### src/rtl/tc_pkg.sv
// Shared tensorcore package: element typedefs, tile geometry and the
// row-major tile flatten helper used by everything that walks a tile.
package tc_pkg;

    typedef logic [15:0] fp16_t;
    typedef logic [7:0]  fp8_t;

    localparam int TC_M = 4;
    localparam int TC_N = 4;
    localparam int TC_K = 8;

    // Element [r][c] of a flattened tile lives at element slot r*TC_N+c
    function automatic int idx(input int r, input int c);
        return r * TC_N + c;
    endfunction

endpackage

### src/rtl/tc_tile_fifo.sv
// Register FIFO holding whole result tiles. The caller qualifies push and
// pop (no push when full unless popping, no pop when empty); pointers wrap
// modulo DEPTH and the occupancy is an explicit counter.
module tc_tile_fifo #(
    parameter int DEPTH = 4,
    parameter int WIDTH = 256
) (
    input  logic                     clk,
    input  logic                     rst,
    input  logic                     push_i,
    input  logic                     pop_i,
    input  logic [WIDTH-1:0]         data_i,
    output logic                     full_o,
    output logic                     empty_o,
    output logic [$clog2(DEPTH):0]   count_o,
    output logic [WIDTH-1:0]         head_o
);

    localparam int PW = $clog2(DEPTH);
    localparam int CW = PW + 1;
    localparam logic [CW-1:0] FULL_CNT = CW'(DEPTH);

    logic [WIDTH-1:0] mem_q [DEPTH];
    logic [PW-1:0]    wrPtr_q, wrPtr_d;
    logic [PW-1:0]    rdPtr_q, rdPtr_d;
    logic [CW-1:0]    count_q, count_d;

    assign full_o  = (count_q == FULL_CNT);
    assign empty_o = (count_q == '0);
    assign count_o = count_q;
    assign head_o  = mem_q[rdPtr_q];

    // Advance pointers and occupancy; a simultaneous push and pop keeps the count
    always_comb begin
        wrPtr_d = wrPtr_q;
        rdPtr_d = rdPtr_q;
        count_d = count_q;
        if (push_i) begin
            wrPtr_d = wrPtr_q + 1'b1;
        end
        if (pop_i) begin
            rdPtr_d = rdPtr_q + 1'b1;
        end
        case ({push_i, pop_i})
            2'b10:   count_d = count_q + 1'b1;
            2'b01:   count_d = count_q - 1'b1;
            default: count_d = count_q;
        endcase
    end

    // Pointer and counter registers with synchronous active-low reset
    always_ff @(posedge clk) begin
        if (!rst) begin
            wrPtr_q <= '0;
            rdPtr_q <= '0;
            count_q <= '0;
        end else begin
            wrPtr_q <= wrPtr_d;
            rdPtr_q <= rdPtr_d;
            count_q <= count_d;
        end
    end

    // Tile storage needs no reset; contents are only read when counted valid
    always_ff @(posedge clk) begin
        if (push_i) begin
            mem_q[wrPtr_q] <= data_i;
        end
    end

endmodule

### src/rtl/tc_result_drain.sv
// Tensorcore result drain: captures each result tile on tc_valid into a
// tile FIFO and streams it out one row per beat on a valid/ready port.
// Optional feature macro TC_DRAIN_CHECKSUM_EN: when defined, checksum holds
// the XOR of all elements of the last accepted tile; otherwise it is 0.
module tc_result_drain
    import tc_pkg::*;
#(
    parameter int DEPTH = 4,
    parameter int ROWS  = TC_M,
    parameter int COLS  = TC_N,
    parameter int W     = 16
) (
    input  logic                      clk,
    input  logic                      rst,
    input  logic                      tc_valid,
    input  logic [ROWS*COLS*W-1:0]    tc_d,
    output logic                      m_valid,
    input  logic                      m_ready,
    output logic [COLS*W-1:0]         m_data,
    output logic                      m_last,
    output logic [$clog2(DEPTH):0]    occupancy,
    output logic                      overflow,
    output logic [W-1:0]              checksum
);

    localparam int TILE_W = ROWS * COLS * W;
    localparam int ROW_W  = COLS * W;
    localparam int RCW    = (ROWS > 1) ? $clog2(ROWS) : 1;
    localparam logic [RCW-1:0] LAST_ROW = RCW'(ROWS - 1);

    logic                   fifoFull;
    logic                   fifoEmpty;
    logic [TILE_W-1:0]      headTile;
    logic [RCW-1:0]         rowCnt_q, rowCnt_d;
    logic                   overflow_q, overflow_d;
    logic                   beatFire;
    logic                   popFire;
    logic                   pushOk;

    // A full FIFO still takes a tile when its head is leaving this same edge
    assign m_valid  = !fifoEmpty;
    assign beatFire = m_valid && m_ready;
    assign popFire  = beatFire && (rowCnt_q == LAST_ROW);
    assign pushOk   = tc_valid && (!fifoFull || popFire);
    assign m_data   = headTile[ROW_W*int'(rowCnt_q) +: ROW_W];
    assign m_last   = (rowCnt_q == LAST_ROW);
    assign overflow = overflow_q;

    tc_tile_fifo #(
        .DEPTH (DEPTH),
        .WIDTH (TILE_W)
    ) u_fifo (
        .clk     (clk),
        .rst     (rst),
        .push_i  (pushOk),
        .pop_i   (popFire),
        .data_i  (tc_d),
        .full_o  (fifoFull),
        .empty_o (fifoEmpty),
        .count_o (occupancy),
        .head_o  (headTile)
    );

    // Row counter steps on each beat and returns to 0 as the tile pops; overflow is sticky
    always_comb begin
        rowCnt_d   = rowCnt_q;
        overflow_d = overflow_q;
        if (beatFire) begin
            rowCnt_d = popFire ? '0 : rowCnt_q + 1'b1;
        end
        if (tc_valid && !pushOk) begin
            overflow_d = 1'b1;
        end
    end

    // Row counter and overflow flag registers
    always_ff @(posedge clk) begin
        if (!rst) begin
            rowCnt_q   <= '0;
            overflow_q <= 1'b0;
        end else begin
            rowCnt_q   <= rowCnt_d;
            overflow_q <= overflow_d;
        end
    end

`ifdef TC_DRAIN_CHECKSUM_EN
    logic [W-1:0] checksum_q, checksum_d;
    logic [W-1:0] tileXor;

    // XOR reduction over every element of the incoming tile
    always_comb begin
        tileXor = '0;
        for (int r = 0; r < ROWS; r++) begin
            for (int c = 0; c < COLS; c++) begin
                tileXor = tileXor ^ tc_d[(r*COLS + c)*W +: W];
            end
        end
        checksum_d = pushOk ? tileXor : checksum_q;
    end

    // Checksum only follows tiles that were actually accepted
    always_ff @(posedge clk) begin
        if (!rst) begin
            checksum_q <= '0;
        end else begin
            checksum_q <= checksum_d;
        end
    end

    assign checksum = checksum_q;
`else
    assign checksum = '0;
`endif

endmodule

### config.mk
export PLATFORM = sky130hd
export DESIGN_NAME = tc_result_drain
export DESIGN_NICKNAME = d
export VERILOG_FILES = /design/src/rtl/tc_pkg.sv /design/src/rtl/tc_tile_fifo.sv /design/src/rtl/tc_result_drain.sv
export SDC_FILE = /design/constraint.sdc
export NUM_CORES = 1
export LEC_CHECK = 0
export ABC_CLOCK_PERIOD_IN_PS = 9000
export BUFFER_PORTS_ARGS = -buffer_cell sky130_fd_sc_hd__buf_2
export CORE_MARGIN = 4
export CORE_UTILIZATION = 53
export DETAILED_ROUTE_END_ITERATION = 8
export GPL_TIMING_DRIVEN = 0
export PLACE_DENSITY_LB_ADDON = 0.3
export SYNTH_ARGS = -nofsm -noshare
export SYNTH_HDL_FRONTEND = slang
export SYNTH_SLANG_ARGS = --single-unit
### constraint.sdc
create_clock -name clk -period 9 [get_ports clk]
set_input_delay 2.25 -clock clk [delete_from_list [all_inputs] [get_ports clk]]
set_output_delay 2.25 -clock clk [all_outputs]
set_load 0.01 [all_outputs]
# Word-level counts from Yosys, hierarchy flattened
# Memory sizes are Yosys's and may differ from the RTL's. A register that Yosys moved wholly into a read port is not among the register bits.
# Cells that the tools add are included.
# totals
register_bits,10
mem_bits_rw,1024
in_bits,260
output_inout_bits,86
wordCells,32
mem_count,1
# memory_table
name,depth,width,rd,rd_clocked_by_memory_dff,wr,line_no,rtl
u_fifo.mem_q,4,256,1,1,1,tc_tile_fifo.sv:23,logic [WIDTH-1:0] mem_q [DEPTH];
# classes
n_addsub,5
n_eq_ne,4
n_shift,1
muxes,6
reduce_logical,10
# op_table
op,n
$shiftx 256x9->64,1
$add 2x1->2 const B,3
$mux 2,3
$pmux 3 s2,1
$eq 2x2->1 const B,2
$logic_and 1x1->1,4
$add 3x1->3 const B,1
$eq 3x3->1 const B,1
$logic_not 1->1,3
$logic_not 3->1,1
$sub 3x1->3 const B,1
$eq 2x1->1 const B,1
$mux 1,2
$reduce_bool 2->1,1
$logic_or 1x1->1,1

# Logic depth before layout (Yosys ltp)
# Gate-level depths: netlist (run 1).
# depth
ltp_word,8
ltp_mapped,8
depth_no_buf,8

# Hierarchy
# From an unflattened synthesis (run 1), not the netlist that was laid out.
# unflattened
cells_unflattened,1495
area_unflattened_um2,39454.1
# modules_own_cells
mod,n_inst,cells_per_inst,area_each_um2,seq_area_each_um2
tc_tile_fifo,1,1383,37636.1,30929.7
tc_result_drain,1,112,1818.0,60.1

# Worst setup path before layout (run 1)
# Ideal clock, no wire load.
# synth_path
path_type,input port to flip-flop
start,input m_ready
end,memory u_fifo.mem_q[1][0] (enable)
setup_ps,649
arrival_time_ps,8587
t_required_ps,8351
slack_ps,-236
cell_stages,3
n_path_buf,0
cell_sequence,nand2_1 a31oi_1 and2_1
# synth_via
elab_chain_len,6
# synth_lines
element,line_no,rtl
start: declaration,tc_result_drain.sv:18,"input logic m_ready,"
$logic_and 1x1->1,tc_result_drain.sv:42,assign beatFire = m_valid && m_ready;
$logic_and 1x1->1,tc_result_drain.sv:43,assign popFire = beatFire && (rowCnt_q == LAST_ROW);
$logic_or 1x1->1,tc_result_drain.sv:44,assign pushOk = tc_valid && (!fifoFull || popFire);
$logic_and 1x1->1,tc_result_drain.sv:44,
$mux 1,tc_tile_fifo.sv:66,if (push_i) begin
$mux 1 (implied by the code),tc_tile_fifo.sv:67,mem_q[wrPtr_q] <= data_i;
end: declaration,tc_tile_fifo.sv:23,
# No other way between the ends.

# Final worst setup path (run 1)
# layout_path
start,register rowCnt_q[0]
end,output m_data[27]
# layout_via
elab_chain_len,1
# layout_lines
element,line_no,rtl
start: declaration,tc_result_drain.sv:34,"logic [RCW-1:0] rowCnt_q, rowCnt_d;"
start signal: assignment,tc_result_drain.sv:82,rowCnt_q <= rowCnt_d;
$shiftx 256x9->64,tc_result_drain.sv:45,assign m_data = headTile[ROW_W*int'(rowCnt_q) +: ROW_W];
end: declaration,tc_result_drain.sv:19,"output logic [COLS*W-1:0] m_data,"
# No other way between the ends.

==> metrics.md, run 1 <==
| Metric | Value |
|---|---|
| Remaining DRCs | 0 |
| Largest net degree at the start of global routing | 58 |
| Inserted Clock Buffers | 104 |
| Mapped Cells | 1,646 |
| Clock skew | 0.0253 ns |
| Max_cap viols | 0 |
| Share of the synthesized area in the top cell type | 0.790 |
| Final WS setup | 3.34 ns |
| Drt wl/cell | 26.6 microns |
| Worst Reg-to-Reg Cells | 6 |
| Class of the most critical setup path | flip-flop to output port |
| Antenna Nets Post-Route | 0 |
| End of the critical path | m_data[27] |
| Tmin final | 5.66 ns |
| CP Launch Type | flip-flop |
| Required @ worst endpoint | 6.75 ns |
| CTS Sinks | 1,036 |
| CTS tree | built |
| Vias in the first global route | 19,576 |
| PwrDens | 234 mW/mm^2 |
| Mapped cell area | 0.0389 sq mm |
| CP Max Fanout | 10 |
| FP Rows | 99 |
| Worst hold path depth | 2 |
| Unrepaired setup endpoints after global routing | false |
| Synthesized flop and latch total | 1,036 |
| Die area | 0.0779 sq mm |
| CTS Hold Buffers Added | 0 |
| Global-route wire length before repair | 126 mm |
| Status | finished clean |
| Post-placement setup slack | 3.68 ns |
| H-tree levels | 3 |
| RR Startpoint | rowCnt_q[0] |
| Predominant post-synthesis flop cell | edfxtp_1 |
| Worst Tran Pin Value | 1.25 ns |
| Initial Utilization | 0.534 |
| Worst-Skew Late Latency | 0.64 ns |
| Tot GR Track Use | 0.218 |
| Hpwl dp | 52.4 mm |
| Number of synthesized flops with an enable pin | 1,024 |
| Cell variety after synth | 33 |
| Syn Area/Cell | 23.7 sq um |
| Total gr overflow | 0 |
| Core area | 0.0728 sq mm |
| Fmax | 177 MHz |
| Data arrival time of the critical path | 3.41 ns |
| DRT iter0 DRCs | 1,820 |
| Clock slew at reported path FFs | 0.07 ns |
| Final wirelength | 84.9 mm |
| Gpl congestion | 0.763 |
| Worst r2r dst | u_fifo.mem_q[0][56] |
| Via count | 18,773 |
| Post-CTS Setup Bufs | 0 |
| Die X-Extent | 279 microns |
| Worst setup path start | rowCnt_q[0] |
| Worst-case clock buffer depth | 3 |
| DRT Pass-1 Iters | 5 |
| Final worst-path cycle share | 0.629 |
| Final Util | 0.629 |
| Root Driver | clkbuf_16 |
| Sequential element share of the synthesized area | 0.796 |
| Share of layout cells above drive strength 1 | 0.365 |
| Synthesis-to-layout area growth | 17.7% |
| Placed Cells | 2,967 |
| Top cells by area, synth | edfxtp_1 79%, mux4_2 15%, a22oi_1 2.5% |
| Warning count from the yosys run | 0 |
| Yosys top cell by area | edfxtp_1 |
| Leakage | 15.0 nW |
| Die Y | 279 microns |
| Setup violations, final | 0 |
| I/O Pins | 346 |
| Internal reg-to-reg setup slack | 5.23 ns |
| Worst setup EP type | output port |
| Worst vdd ir | 0.162 mV |
| Hold crit path type | flip-flop to flip-flop |
| Post-cts resize count | 0 |
| Slew margin rel. | 0.165 |
| Ys async rst share | 0 |
| Initial antenna violation count | 31 |
| Fin. max-slew vios | 0 |
| Final Hold Violating Endpoints | 0 |
| PortBufs | 329 |
| Layout Nets | 2,380 |
| DR vias/cell | 5.89 |
| Final std cells w/o fill | 3,188 |
==> through the flow <==
stage | total power [mW] | setup TNS [ns] | hold slack, ns | instance area, sq um
after floorplan | 6.14 | 0 | 0.482 | 39000
final | 10.7 | 0 | 0.498 | 45800
after CTS | 10.8 | 0 | 0.503 | 45800
after global placement | 6.49 | -302.35 | 0.467 | 41800
after detailed placement | 6.50 | 0 | 0.487 | 42300
after global routing | 11.1 | 0 | 0.546 | 45800
==> how the worst min path moves through the flow <==
stage                      from          end  slack [ns]
floorplan           rowCnt_q[1]  rowCnt_q[1]        0.48
global placement       overflow     overflow        0.47
detailed placement     overflow     overflow        0.49
CTS                    overflow     overflow        0.50
global route           overflow     overflow        0.55
finish                 overflow     overflow        0.50
==> layout by cell type, fill, tap and decap left out, types with 2 or more instances in the layout <==
cell / n
and2_1: 3
a22oi_1: 128
diode_2: 26
buf_4: 22
clkbuf_1: 53
clkinv_1: 30
clkbuf_16: 106
nand3_1: 2
nor2_1: 7
nand2_1: 69
inv_6: 3
clkinv_2: 19
a31oi_1: 2
buf_1: 17
xor2_1: 2
nand4_1: 2
conb_1: 16
xnor2_1: 3
or3_1: 2
buf_6: 13
buf_16: 16
and2_4: 4
clkinvlp_4: 4
edfxtp_1: 1024
buf_2: 342
ha_1: 5
a21oi_1: 4
inv_1: 5
dfxtp_1: 12
bufinv_16: 15
nor2b_1: 3
mux4_2: 256
==> synthesized netlist by cell type (2+ instances only) <==
cell type,number
edfxtp_1,1024
mux4_2,256
a22oi_1,128
nand2_1,69
clkbuf_1,36
buf_4,22
buf_1,17
buf_2,13
buf_6,13
dfxtp_1,12
nor2_1,8
and2_1,7
ha_1,5
inv_1,5
a21oi_1,4
nor2b_1,3
xnor2_1,3
a31oi_1,2
nand3_1,2
nand4_1,2
or3_1,2
xor2_1,2
==> routing by layer <==
| layer | wire length (microns) | up-vias | global-route usage |
|---|---|---|---|
| met3 | 6950 | 140 | 0.0513 |
| li1 | - | 8031 | - |
| met2 | 43100 | 719 | 0.357 |
| met1 | 33100 | 9863 | 0.300 |
| met5 | 128 | - | 0 |
| met4 | 1660 | 20 | 0.0603 |
==> report_power, final <==
part / switching [mW] / total, mW / leakage [nW] / internal, mW
clock: 1.75 / 4.33 / 1.68 / 2.58
combinational: 0.457 / 0.749 / 3.79 / 0.292
sequential: 0.0568 / 5.64 / 9.50 / 5.58
total: 2.26 / 10.7 / 15.0 / 8.45
==> worst max-delay path, stage by stage (launching register included) <==
cell and delay [ns]:
dfxtp_1 0.43, nor2b_1 0.16, clkbuf_1 0.92, clkbuf_1 0.69, a22oi_1 0.24, nand2_1 0.16
buf_2 0.15
==> cell type report <==
cell class,instances,area [sq um]
clock buffer,123,2720
sequential,1036,31000
fill,4900,27000
multi-input combinational,518,7410
tap,959,1200
clock inverter,72,736
inverter,6,22.5
buffer,101,576
antenna,26,65.1
timing repair buffer,347,2120
==> sequential cells by signal (all words and copies together), names as in the netlist, named ones only <==
register        count
rowCnt_q            2
u_fifo.rdPtr_q      2
u_fifo.mem_q     1024
overflow            1
u_fifo.count_o      3
u_fifo.wrPtr_q      2
==> cells by family (layout without fill, tap and decap cells) <==
kind of cell,Yosys count,count (layout),synth area share
flip-flops,1036,1036,0.796
multiplexers,257,257,0.148
other,1,42,0.0000963
adder cells (fa/ha/maj),6,6,0.00212
AO/OA/AOI/OAI,139,139,0.0266
AND/OR/NAND/NOR,95,95,0.0103
buffers and inverters,107,649,0.0154
XOR/XNOR,5,5,0.00113
Note: power is estimated with default switching activity, not from simulation.
==> run 2, diff against run 1 <==
--- a/config.mk
+++ b/config.mk
@@ -5,7 +5,7 @@
 export SDC_FILE = /design/constraint.sdc
 export NUM_CORES = 1
 export LEC_CHECK = 0
-export ABC_CLOCK_PERIOD_IN_PS = 9000
+export ABC_CLOCK_PERIOD_IN_PS = 4600
 export BUFFER_PORTS_ARGS = -buffer_cell sky130_fd_sc_hd__buf_2
 export CORE_MARGIN = 4
 export CORE_UTILIZATION = 53
==> constraint.sdc (replaced) <==
create_clock -name clk -period 4.6 [get_ports clk]
set_input_delay 1.15 -clock clk [delete_from_list [all_inputs] [get_ports clk]]
set_output_delay 1.15 -clock clk [all_outputs]
set_load 0.01 [all_outputs]
==> run 2 against run 1 <==
  * Register-to-register slack got worse by 4.4 ns
  * Clock skew decreased by 0.0016 ns
  * Routed wire length hardly changed
  * Critical path depth stayed put
  * First-iteration DRC count rose by 2.6%
  * Final area barely moved
  * Clock power up 96%
  * Flip-flop and latch count unchanged
  * Sequential power is 95% higher
  * Sequential share of layout area barely moved
  * Critical endpoint is now m_data[57]
  * Largest power group unchanged
==> metrics.md, run 2 (synthesized netlist as in run 1, its figures left out) <==
| Metric | Value |
|---|---|
| Hold crit path type | flip-flop to flip-flop (unchanged) |
| Core area | 0.0728 sq mm (unchanged) |
| Max_cap viols | 0 (unchanged) |
| Tmin final | 4.32 ns |
| Setup violations, final | 0 (unchanged) |
| Hpwl dp | 52.4 mm (unchanged) |
| Share of layout cells above drive strength 1 | 0.366 (was 0.365) |
| Root Driver | clkbuf_16 (unchanged) |
| Die area | 0.0779 sq mm (unchanged) |
| Drt wl/cell | 26.6 microns (about the same) |
| Clock slew at reported path FFs | 0.06 ns (was 0.07 ns) |
| Worst vdd ir | 0.317 mV (was 0.162 mV) |
| Inserted Clock Buffers | 104 (unchanged) |
| Worst-case clock buffer depth | 3 (unchanged) |
| CTS Hold Buffers Added | 0 (unchanged) |
| Via count | 18,720 (was 18,773) |
| Gpl congestion | 0.763 (unchanged) |
| Data arrival time of the critical path | 3.17 ns (was 3.41 ns) |
| Metal2 WL | 43.0 mm (was 43.1 mm) |
| FP Rows | 99 (unchanged) |
| Top reg by flops | u_fifo.mem_q (unchanged) |
| CTS Sinks | 1,036 (unchanged) |
| Tot GR Track Use | 0.218 (unchanged) |
| Required @ worst endpoint | 3.45 ns (was 6.75 ns) |
| Post-route cell area | 0.0458 sq mm (about the same) |
| CP Max Fanout | 10 (unchanged) |
| DRT iter0 DRCs | 1,868 (was 1,820) |
| Routed length on met3 | 6.87 mm (was 6.95 mm) |
| Initial Utilization | 0.534 (unchanged) |
| CTS tree | built (unchanged) |
| Die Y | 279 microns (unchanged) |
| Worst setup EP type | output port (unchanged) |
| PwrDens | 457 mW/mm^2 (was 234 mW/mm^2) |
| Fmax | 231 MHz |
| Largest register FFs | 1,024 (unchanged) |
| Antenna Nets Post-Route | 0 (unchanged) |
| Final worst-path cycle share | 0.940 |
| Total gr overflow | 0 (unchanged) |
| Synthesis-to-layout area growth | 17.7% (about the same) |
| Slew margin rel. | 0.345 (was 0.165) |
| DR vias/cell | 5.88 (was 5.89) |
| Layout Nets | 2,379 (was 2,380) |
| DRT Pass-1 Iters | 7 (was 5) |
| Unrepaired setup endpoints after global routing | false (unchanged) |
| Most frequent cells in the layout | 1,024 x edfxtp_1, 342 x buf_2, 256 x mux4_2 (unchanged) |
| Worst hold path depth | 2 (unchanged) |
| Most common cell after layout, fill and taps aside | edfxtp_1 (unchanged) |
| Initial antenna violation count | 31 (unchanged) |
| Worst-Skew Late Latency | 0.65 ns (was 0.64 ns) |
| Met1 Routed Length | 33.1 mm (about the same) |
| Clock skew | 0.0237 ns (was 0.0253 ns) |
| Area after DPL | 0.0423 sq mm (unchanged) |
| Die X-Extent | 279 microns (unchanged) |
| Pwr Total | 21.0 mW (was 10.7 mW) |
| Status | finished clean (unchanged) |
| Final wirelength | 84.8 mm (was 84.9 mm) |
| Class of the most critical setup path | flip-flop to output port (unchanged) |
| Fin. max-slew vios | 0 (unchanged) |
| Worst Reg-to-Reg Cells | 6 (unchanged) |
| PortBufs | 329 (unchanged) |
| Final Hold Violating Endpoints | 0 (unchanged) |
| Largest net degree at the start of global routing | 58 (unchanged) |
| Vias in the first global route | 19,576 (unchanged) |
| H-tree levels | 3 (unchanged) |
| I/O Pins | 346 (unchanged) |
| Remaining DRCs | 0 (unchanged) |
| TNS Setup | 0 ns (unchanged) |
| Uppermost layer routed | met5 (unchanged) |
| Global-route wire length before repair | 126 mm (unchanged) |
| Worst Tran Pin Value | 0.983 ns (was 1.25 ns) |
| CP Launch Type | flip-flop (unchanged) |
| Leakage | 15.0 nW (about the same) |
[run 2: cell count changes in the layout (fill, tap and decap cells not counted), sizes merged]
cell and change:
diode -1, buf -1
[run 2: final timing paths]
| check | from | endpoint | slack (ns) |
|---|---|---|---|
| setup reg to reg | rowCnt_q[0] | u_fifo.mem_q[0][56] | 0.86 |
| setup / recovery | flip-flop | m_data[57] | 0.28 |
| hold reg to reg | overflow | overflow | 0.50 |
| hold / removal | overflow | overflow | 0.50 |
[run 2: report_power, final]
group / internal, mW / leakage (nW) / switching [mW]
clock network: 5.05 / 1.68 / 3.42
registers: 10.9 / 9.50 / 0.111
logic: 0.570 / 3.80 / 0.896
[run 2: cell type report]
class,instances,area (sq um)
repair buffers,347,2120
fillers,4902,27000
flip-flops and latches,1036,31000
diodes,25,62.6
clock buffers,123,2720
well taps,959,1200
clock inverters,72,736
plain buffers,100,573
inverters,6,22.5
multi-input cells,518,7410
[run 2: what timing repair did]
item	4_1_cts	5_1_grt
gates resized for setup	1	0
setup endpoints to repair	2	3
setup buffers	0	0
[run 2: critical path: stages, from the launching register on]
cell	delay (ns)
dfxtp_1	0.35
buf_2	0.45
clkbuf_1	0.66
mux4_2	0.41
a22oi_1	0.30
nand2_1	0.18
buf_2	0.18
[run 2: through the flow]
step / utilization / setup WS, ns / std cells / hold slack (ns)
global route: 0.629 / 0.108 / 3170 / 0.546
finish: 0.629 / 0.277 / 3186 / 0.496
floorplan: - / -0.688 / 1661 / 0.482
global placement: 0.574 / -3.63 / 2949 / 0.467
detailed placement: 0.581 / 0.376 / 2967 / 0.487
CTS: 0.628 / 0.0314 / 3162 / 0.503
[run 2: per-layer routing]
layer,vias up,GRT usage
met1,9831,0.300
met5,-,0
met4,22,0.0603
li1,8034,-
met2,698,0.357
met3,135,0.0513
